--- src/rtl/trdb_trace_ctrl.sv ---
// Trace start/stop controller: arms on a qualified, enabled instruction stream, flags the first
// and last traced retirements, then drains the packet emitter with a bounded flush.
module trdb_trace_ctrl #(
   parameter int unsigned FLUSH_TIMEOUT = 16
) (
   input  logic       clk_i,
   input  logic       rst_i,
   input  logic       trace_activated_i,
   input  logic [3:0] trigger_i,
   input  logic       qualified_i,
   input  logic       iretire_i,
   input  logic       flush_done_i,
   output logic       trace_active_o,
   output logic       first_qualified_o,
   output logic       last_qualified_o,
   output logic       flush_req_o,
   output logic       trace_req_deactivate_o,
   output logic       flush_timeout_o
);

   typedef enum logic [1:0] {
      StIdle,
      StWaitFirst,
      StTracing,
      StFlush
   } state_e;

   localparam logic [3:0] TrigOff     = 4'd3;
   localparam logic [7:0] TimeoutLast = 8'(FLUSH_TIMEOUT - 1);

   state_e     state_q, state_d;
   logic [7:0] cnt_q, cnt_d;
   logic       stop_by_trig_q, stop_by_trig_d;

   logic trig_off;
   logic start_cond;
   logic stop_cond;

   // Trace-on (code 2) needs no decode: starting is governed purely by start_cond.
   assign trig_off   = (trigger_i == TrigOff);
   assign start_cond = trace_activated_i & qualified_i & ~trig_off;
   assign stop_cond  = ~trace_activated_i | ~qualified_i | trig_off;

   always_comb begin
      state_d                = state_q;
      cnt_d                  = cnt_q;
      stop_by_trig_d         = stop_by_trig_q;
      trace_active_o         = 1'b0;
      first_qualified_o      = 1'b0;
      last_qualified_o       = 1'b0;
      flush_req_o            = 1'b0;
      trace_req_deactivate_o = 1'b0;
      flush_timeout_o        = 1'b0;

      unique case (state_q)
         StIdle: begin
            cnt_d          = '0;
            stop_by_trig_d = 1'b0;
            if (start_cond) begin
               state_d = StWaitFirst;
            end
         end

         StWaitFirst: begin
            // A stop in the same cycle as the retirement cancels the start silently.
            if (stop_cond) begin
               state_d = StIdle;
            end else if (iretire_i) begin
               first_qualified_o = 1'b1;
               state_d           = StTracing;
            end
         end

         StTracing: begin
            trace_active_o = 1'b1;
            if (stop_cond) begin
               last_qualified_o = 1'b1;
               state_d          = StFlush;
               cnt_d            = '0;
               stop_by_trig_d   = trig_off;
            end
         end

         StFlush: begin
            flush_req_o = 1'b1;
            cnt_d       = cnt_q + 8'd1;
            // A drain that completes on the timeout cycle still counts as a normal completion.
            if (flush_done_i) begin
               trace_req_deactivate_o = stop_by_trig_q;
               state_d                = StIdle;
               cnt_d                  = '0;
               stop_by_trig_d         = 1'b0;
            end else if (cnt_q == TimeoutLast) begin
               flush_timeout_o        = 1'b1;
               trace_req_deactivate_o = stop_by_trig_q;
               state_d                = StIdle;
               cnt_d                  = '0;
               stop_by_trig_d         = 1'b0;
            end
         end

         default: begin
            state_d = StIdle;
         end
      endcase

      if (rst_i) begin
         trace_active_o         = 1'b0;
         first_qualified_o      = 1'b0;
         last_qualified_o       = 1'b0;
         flush_req_o            = 1'b0;
         trace_req_deactivate_o = 1'b0;
         flush_timeout_o        = 1'b0;
      end
   end

   always_ff @(posedge clk_i) begin
      if (rst_i) begin
         state_q        <= StIdle;
         cnt_q          <= '0;
         stop_by_trig_q <= 1'b0;
      end else begin
         state_q        <= state_d;
         cnt_q          <= cnt_d;
         stop_by_trig_q <= stop_by_trig_d;
      end
   end

endmodule

--- config.mk ---
export PLATFORM = sky130hd
export DESIGN_NAME = trdb_trace_ctrl
export DESIGN_NICKNAME = d
export VERILOG_FILES = /design/src/rtl/trdb_trace_ctrl.sv
export SDC_FILE = /design/constraint.sdc
export NUM_CORES = 1
export LEC_CHECK = 0
export ABC_AREA = 1
export CELL_PAD_IN_SITES_DETAIL_PLACEMENT = 0
export CELL_PAD_IN_SITES_GLOBAL_PLACEMENT = 1
export CORE_MARGIN = 10
export CORE_UTILIZATION = 33
export DETAILED_ROUTE_END_ITERATION = 10
export HOLD_SLACK_MARGIN = 0.02
export PLACE_DENSITY_LB_ADDON = 0.1
export REMOVE_ABC_BUFFERS = 1
export SLEW_MARGIN = 10
export SYNTH_ARGS = -nofsm -noshare
export SYNTH_HDL_FRONTEND = slang
export SYNTH_SLANG_ARGS = --single-unit
--- constraint.sdc ---
create_clock -name clk_i -period 1.5 [get_ports clk_i]
set_clock_uncertainty 0.15 [all_clocks]
set_input_delay 0.375 -clock clk_i [delete_from_list [all_inputs] [get_ports clk_i]]
set_output_delay 0.375 -clock clk_i [all_outputs]
set_load 0.02 [all_outputs]
==> parameters.txt <==
Parameter                              Value

STA
  Part of the cycle the worst path needs    131%
  Maximum clock frequency    between 500 and 600 MHz
  Slew HR    85.2%
  Final-report setup violation count    8
  Max Transition Viols Final    0
  Unrepaired setup endpoints after global routing    true
  Hold Worst Slack    roughly 0.42 ns
  Worst setup slack after layout    -0.472 ns
  Endpoints failing hold    0
  Final Critical Period    1.97 ns
  Final total negative setup slack    -1.52 ns
  Pin slew with the least headroom to its limit    0.221 ns

Outcome
  Status    finished with violations
  Failing checks    setup timing

GRT
  Global routing usage summed across all routing layers    about 13%
  Met3 capacity usage during global routing    under 10%
  Met2 Use GR    22.2%
  First-pass GRT wire length    4490 um
  GR Overflow Total    0
  Layer with the highest usage after global routing    met2
  Largest net degree at the start of global routing    9
  Antenna violations before repair    0
  Number of global-route vias before repair    around 1.1k
  Met1 capacity usage during global routing    13.8%

Detailed routing
  Routed Wire Length    about 2700 um
  Post-route DRC violation count    0
  Post-DR wirelength/cell    12.7 um
  Drt first-iter violations    25
  Via density per instance    around 4.6
  Antenna-violating nets left    0
  Via count    984
  Initial DRT Pass Iterations    4

Clocking
  Total CTS buffers    3
  Clk sink count    11
  Clock network latency to the later pin of the worst-skew pair    0.28 ns
  Post-CTS Hold Fix Bufs    0
  Clock-pin transition on the worst setup and hold timing paths    0.07 ns
  TritonCTS clock tree    built
  Cell at the root of the clock tree    sky130_fd_sc_hd__clkbuf_4
  Largest buffer count on any clock path    2
  CTS H-tree depth    1

Setup path
  Critical-path maximum fanout    3
  Critical-path cell list    ha_4 > nand3_4 > nor2_4 > nor2_2 > nor4_2 > buf_4
  Cell with the largest stage delay on the worst path    sky130_fd_sc_hd__dfxtp_2
  Number of buffer and inverter stages on the critical path    1
  Longest individual stage delay on the worst path    0.36 ns
  Startpoint class of the critical path    flop
  Worst path top cell family by delay    simple AND/OR/NAND/NOR gates
  Start point of the critical path    cnt_q[0]
  Critical path data required time    0.97 ns
  Critical Setup Path Class    reg2out
  Arrival time reported for the critical path endpoint    1.45 ns
  Endpoint type of the worst setup path    primary output
  Reg2Reg Launch Point    cnt_q[0]

Logic synthesis
  Number of synthesized flops with an enable pin    0
  Area contributors post-synth    sky130_fd_sc_hd__dfxtp_1, sky130_fd_sc_hd__nand2_1, sky130_fd_sc_hd__nor2_1, sky130_fd_sc_hd__inv_1, sky130_fd_sc_hd__nand3_1
  Syn_area_per_cell    6.18 um^2
  Number of unique standard cell types used by synthesis    22
  Post-synthesis register bit count    11
  Dominant register cell in the synthesized netlist    sky130_fd_sc_hd__dfxtp_1
  Sequential element share of the synthesized area    30.2%
  Largest area contributor in the synthesized netlist    sky130_fd_sc_hd__dfxtp_1
  Synthesized cell area    between 700 and 800 um^2
  Most frequent cell after synthesis    sky130_fd_sc_hd__nand2_1
  Fraction of post-synthesis cell area in the top cell type by area    30.2%
  Most frequent cells after synthesis    sky130_fd_sc_hd__nand2_1, sky130_fd_sc_hd__nor2_1, sky130_fd_sc_hd__inv_1
  Yosys warnings    0
  Fraction of registers with async set/reset    0%
  Count of mapped cells out of synthesis    118

Power
  Leakage power    approximately 0.7 nW
  Largest vdd supply drop    slightly below 0.0004 V
  Overall power of the completed layout    slightly above 700 uW
  P per Cell Area    473 nW/um^2

Die
  Total number of placement rows    16
  Die Area    4490 um^2
  Die Y-Extent    approximately 67 um
  Num ports    16
  Floorplan Core Area    between 2000 and 2500 um^2
  Horizontal die dimension    67.0 um
  Effective utilization at floorplan    36.1%

Layout
  Finished layout cell area    1490 um^2
  Number of diodes added for antenna fixing    0
  Final Net Count    198
  Filler cell count in the final layout    between 150 and 200
  Share of cells above drive strength 1    61.3%
  P&R area growth vs syn    105%

Worst hold path
  Hold crit path type    reg2reg
  Beginning of the worst hold path    cnt_q[6]

Place
  HPWL after DPL    1680 um
  Count of port buffers added during placement    15
  Post-place instance area    roughly 1100 um^2
  Gp weighted congestion    0.774

Flow run
  Reported max-cap violation count    0
-- cells in the final DEF (no fill, tap or decap), types with 7 or more instances in the layout --
| master | instances |
|---|---|
| sky130_fd_sc_hd__nand2_2 | 9 |
| sky130_fd_sc_hd__nand2_1 | 21 |
| sky130_fd_sc_hd__dfxtp_1 | 7 |
| sky130_fd_sc_hd__inv_2 | 7 |
| sky130_fd_sc_hd__buf_4 | 50 |
| sky130_fd_sc_hd__nor2_1 | 9 |
| sky130_fd_sc_hd__buf_6 | 8 |
| sky130_fd_sc_hd__inv_1 | 12 |
| sky130_fd_sc_hd__nor2_4 | 7 |
-- cell type report --
cell class              instances  area, um^2  area share (%)
clock buffers                   4        26.3            1.76
inverters                      20        82.6            5.53
well taps                      27        33.8            2.26
flip-flops and latches         11         230            15.4
multi-input cells              86         604            40.5
repair buffers                 65         515            34.5
-- cells by family (layout without fill, tap and decap cells) --
| logic type | count (synthesis) | in the layout | share of synthesized area (%) |
|---|---|---|---|
| flip-flops | 11 | 11 | 30.2 |
| adder cells (fa/ha/maj) | 1 | 1 | 1.71 |
| AND/OR/NAND/NOR | 73 | 73 | 47.7 |
| AO/OA/AOI/OAI | 12 | 12 | 9.26 |
| buffers and inverters | 21 | 89 | 11.1 |
-- final timing paths --
kind,to,slack (ns),depth (start not counted)
setup / recovery,trace_req_deactivate_o,-0.47,6
hold / removal,cnt_q[6],0.42,4
setup reg to reg,state_q[0],-0.02,9
hold reg to reg,cnt_q[6],0.42,4
-- registers in the layout, indices dropped and copies added (netlist names), named ones only --
signal	flops
cnt_q	8
state_q	1
stop_by_trig_q	1
-- layer usage --
layer	wire (um)	part of all wire, %	up-vias
met3	90	3.3	6
li1	-	-	518
met2	1430	53	20
met4	58	2.1	0
met5	0	0	-
met1	1130	42	440
-- through the flow --
step,cells,setup slack (ns),util [%]
after CTS,213,-0.500,69.2
after detailed placement,186,-0.925,55.0
after floorplan,117,-0.505,-
after global placement,186,-0.917,55.0
final,213,-0.472,73.8
after global routing,213,-0.587,73.8
-- power by group --
part	internal (mW)	leakage, nW	switching [mW]
Combinational	0.101	0.591	0.0916
Clock	0.103	0.0150	0.110
Sequential	0.294	0.0914	0.00553
-- what timing repair did --
action / CTS / global route
gates resized for setup: 89 / 27
pin swaps: 19 / 16
setup endpoints to repair: 13 / 15
buffers inserted: 26 / 5
endpoints found under the hold margin: 0 / 0
-- worst reg2reg max path, stage by stage, from the launching register on --
cell	delay, ns
sky130_fd_sc_hd__dfxtp_2	0.36
sky130_fd_sc_hd__ha_4	0.16
sky130_fd_sc_hd__nand2_2	0.08
sky130_fd_sc_hd__nor2_4	0.10
sky130_fd_sc_hd__nand3_2	0.10
sky130_fd_sc_hd__buf_4	0.16
sky130_fd_sc_hd__nand3_4	0.08
sky130_fd_sc_hd__nand2_1	0.08
sky130_fd_sc_hd__a21oi_2	0.10
sky130_fd_sc_hd__nor2_1	0.05
Note: power is estimated with default switching activity, not from simulation.
==> RTL edit (config.mk and constraints unchanged) <==
Encoding of `state_e`: now one-hot (4 bits for 4 states).
--- a/src/rtl/trdb_trace_ctrl.sv
+++ b/src/rtl/trdb_trace_ctrl.sv
@@ -20,7 +20,7 @@
 
-   typedef enum logic [1:0] {
-      StIdle,
-      StWaitFirst,
-      StTracing,
-      StFlush
+   typedef enum logic [3:0] {
+      StIdle      = 4'b0001,
+      StWaitFirst = 4'b0010,
+      StTracing   = 4'b0100,
+      StFlush     = 4'b1000
    } state_e;
Function: same outputs for any inputs over 10 cycles, from zero or initial values and one cycle with rst_i high; not proved beyond that.
==> RTL edit against the original RTL <==
  * The run still ends with negative setup slack left
  * Worst hold slack got worse by 0.070 ns
  * Power increased by 52%
  * Via count increased by 17%
  * Wire length increased by 11%
  * Area after synthesis increased by 29%
  * Sequential cell count increased by 2
  * Non-clock buffer count decreased by 1
  * Final area increased by 19%
  * Worst setup slack improved by 0.070 ns
  * Critical endpoint unchanged
  * Largest cell class unchanged
  * Largest power group is now combinational cells
  * Highest routed layer unchanged
==> RTL edit: results (changes against the original RTL) <==
| Metric | Value |
|---|---|
| Number of vias per cell | 4.88 (+5.6%) |
| Synth Flop Type | dfxtp_1 |
| Async SR Flop Fraction | 0 (unchanged) |
| Delay-heaviest family, CP | simple AND/OR/NAND/NOR gates |
| Critical Path Fanout Max | 3 (unchanged) |
| Filler Cells Inserted | 239 (+49%) |
| Clk slew on worst S/H paths | 0.09 ns (+0.02 ns) |
| Max transition margin | 0.840 (-0.0125) |
| N_diodes | 0 (unchanged) |
| Ratio of cells with drive above 1 in the final layout | 0.615 (+0.00173) |
| CTS buffer count | 3 (unchanged) |
| Ys Warns | 0 (unchanged) |
| Vias in the first global route | 1198 (+12%) |
| Peak VDD IR | 0.408 mV (+6.0%) |
| Routed len/inst | 12.7 um (+0.26%) |
| Nets | 217 (+9.6%) |
| Router iterations before antenna repair | 4 (unchanged) |
| Post-route DRC | 0 (unchanged) |
| Detailed Place HPWL | 2050 um (+22%) |
| Area contributors post-synth | dfxtp_1 28%, nand2_1 13%, nor2_1 7.6% |
| Post-synthesis sequential area ratio | 0.277 (-0.0249) |
| Worst hold path class | reg -> reg |
| Worst skew pair latency | 0.28 ns (about the same) |
| Total GRT Usage | 0.117 (-0.00916) |
| Global-route wire length before repair | 5110 um (+14%) |
| Top cells by count, synth | 32 x nand2_1, 19 x nor2_1, 14 x inv_1 |
| Failing checks | negative setup slack |
| Status | complete, but fails checks |
| 1st-iter DRT viols | 33 (+32%) |
| EDFF count, synth | 0 (unchanged) |
| Largest regs | cnt_q (8), state_q (4), stop_by_trig_q (1) |
| Final count of negative-setup-slack endpoints | 18 (+10) |
| GPL Wtd Cong | 0.809 (+4.5%) |
| Initial antenna violation count | 0 (unchanged) |
| Critical path's slowest cell | dfxtp_2 |
| Largest net degree at the start of global routing | 9 (unchanged) |
| Sw Ratio | 0.372 (+0.0784) |
| Final worst-path setup slack | -0.401 ns (+0.0704 ns) |
| Pleak | 0.854 nW (+22%) |
| CTS max path bufs | 2 (unchanged) |
| CTS root buf | clkbuf_4 |
| Synth cell types | 27 (+23%) |
| Setup TNS | -2.33 ns (-0.812 ns) |
| Buffers added on ports | 15 (unchanged) |
| H-tree levels | 1 (unchanged) |
| CP peak stage delay | 0.36 ns (about the same) |
[RTL edit: cell types whose count changed after synthesis, sizes merged, moves of 3 or more]
cell / change
a21oi: +7
nand3: +5
nand4: +5
o21ai: -4
nand2: +3
[RTL edit: repair_timing]
item	in CTS	in global routing
buffers inserted	20	8
gates resized for setup	75	48
pin swaps	19	34
gates cloned	1	0
setup endpoints to repair	9	18
[RTL edit: stage by stage]
step | cell area, sq um | utilization | total power, W | worst slack, ns | std cells
after global routing | 1780 | 0.650 | 0.00113 | -0.494 | 236
final | 1780 | 0.650 | 0.00108 | -0.401 | 236
after global placement | 1350 | 0.492 | 0.000669 | -0.869 | 213
after detailed placement | 1350 | 0.492 | 0.000673 | -0.903 | 213
after CTS | 1600 | 0.586 | 0.000965 | -0.411 | 236
after floorplan | 923 | - | 0.000562 | -0.560 | 136
[RTL edit: cell families (layout without fill, tap and decap cells)]
group | count (synthesis) | after routing | share of synthesized area
xor+xnor | 2 | 2 | 0.0186
flops | 13 | 13 | 0.277
buf+inv | 22 | 87 | 0.0959
compound gates | 12 | 12 | 0.0799
fa+ha+maj | 1 | 1 | 0.0133
simple gates | 89 | 90 | 0.515
[RTL edit: power groups by stage]
stage | logic, W | clock network (W) | registers [W]
floorplan | 0.000174 | 0 | 0.000388
global placement | 0.000280 | 0 | 0.000389
detailed placement | 0.000284 | 0 | 0.000389
CTS | 0.000351 | 0.000230 | 0.000384
global route | 0.000500 | 0.000241 | 0.000388
finish | 0.000467 | 0.000222 | 0.000387
[RTL edit: path summary, 6_finish.rpt]
kind	from	endpoint	slack [ns]	cells past startpoint
setup / recovery	cnt_q[0]	trace_req_deactivate_o	-0.40	7
hold reg to reg	stop_by_trig_q	stop_by_trig_q	0.35	2
hold / removal	stop_by_trig_q	stop_by_trig_q	0.35	2
setup reg to reg	state_q[0]	stop_by_trig_q	-0.07	10
[RTL edit: final cells by class]
type / count / share of cell area
clock buffers: 4 / 0.0148
multi-input cells: 105 / 0.457
repair buffers: 64 / 0.312
inverters: 19 / 0.0443
well taps: 31 / 0.0218
flip-flops and latches: 13 / 0.151
[RTL edit: worst min-delay path, delay by kind of cell, from the launching register on]
kind	cells	cell delay, ns
AND/OR/NAND/NOR	2	0.13
flip-flops	1	0.33
[RTL edit: per-layer routing]
metal | track usage | part of all wire | up-vias
li1 | - | - | 591
met1 | 0.146 | 0.47 | 528
met2 | 0.181 | 0.46 | 24
met3 | 0.0363 | 0.044 | 8
met4 | 0.0435 | 0.023 | 0
met5 | 0 | 0 | -
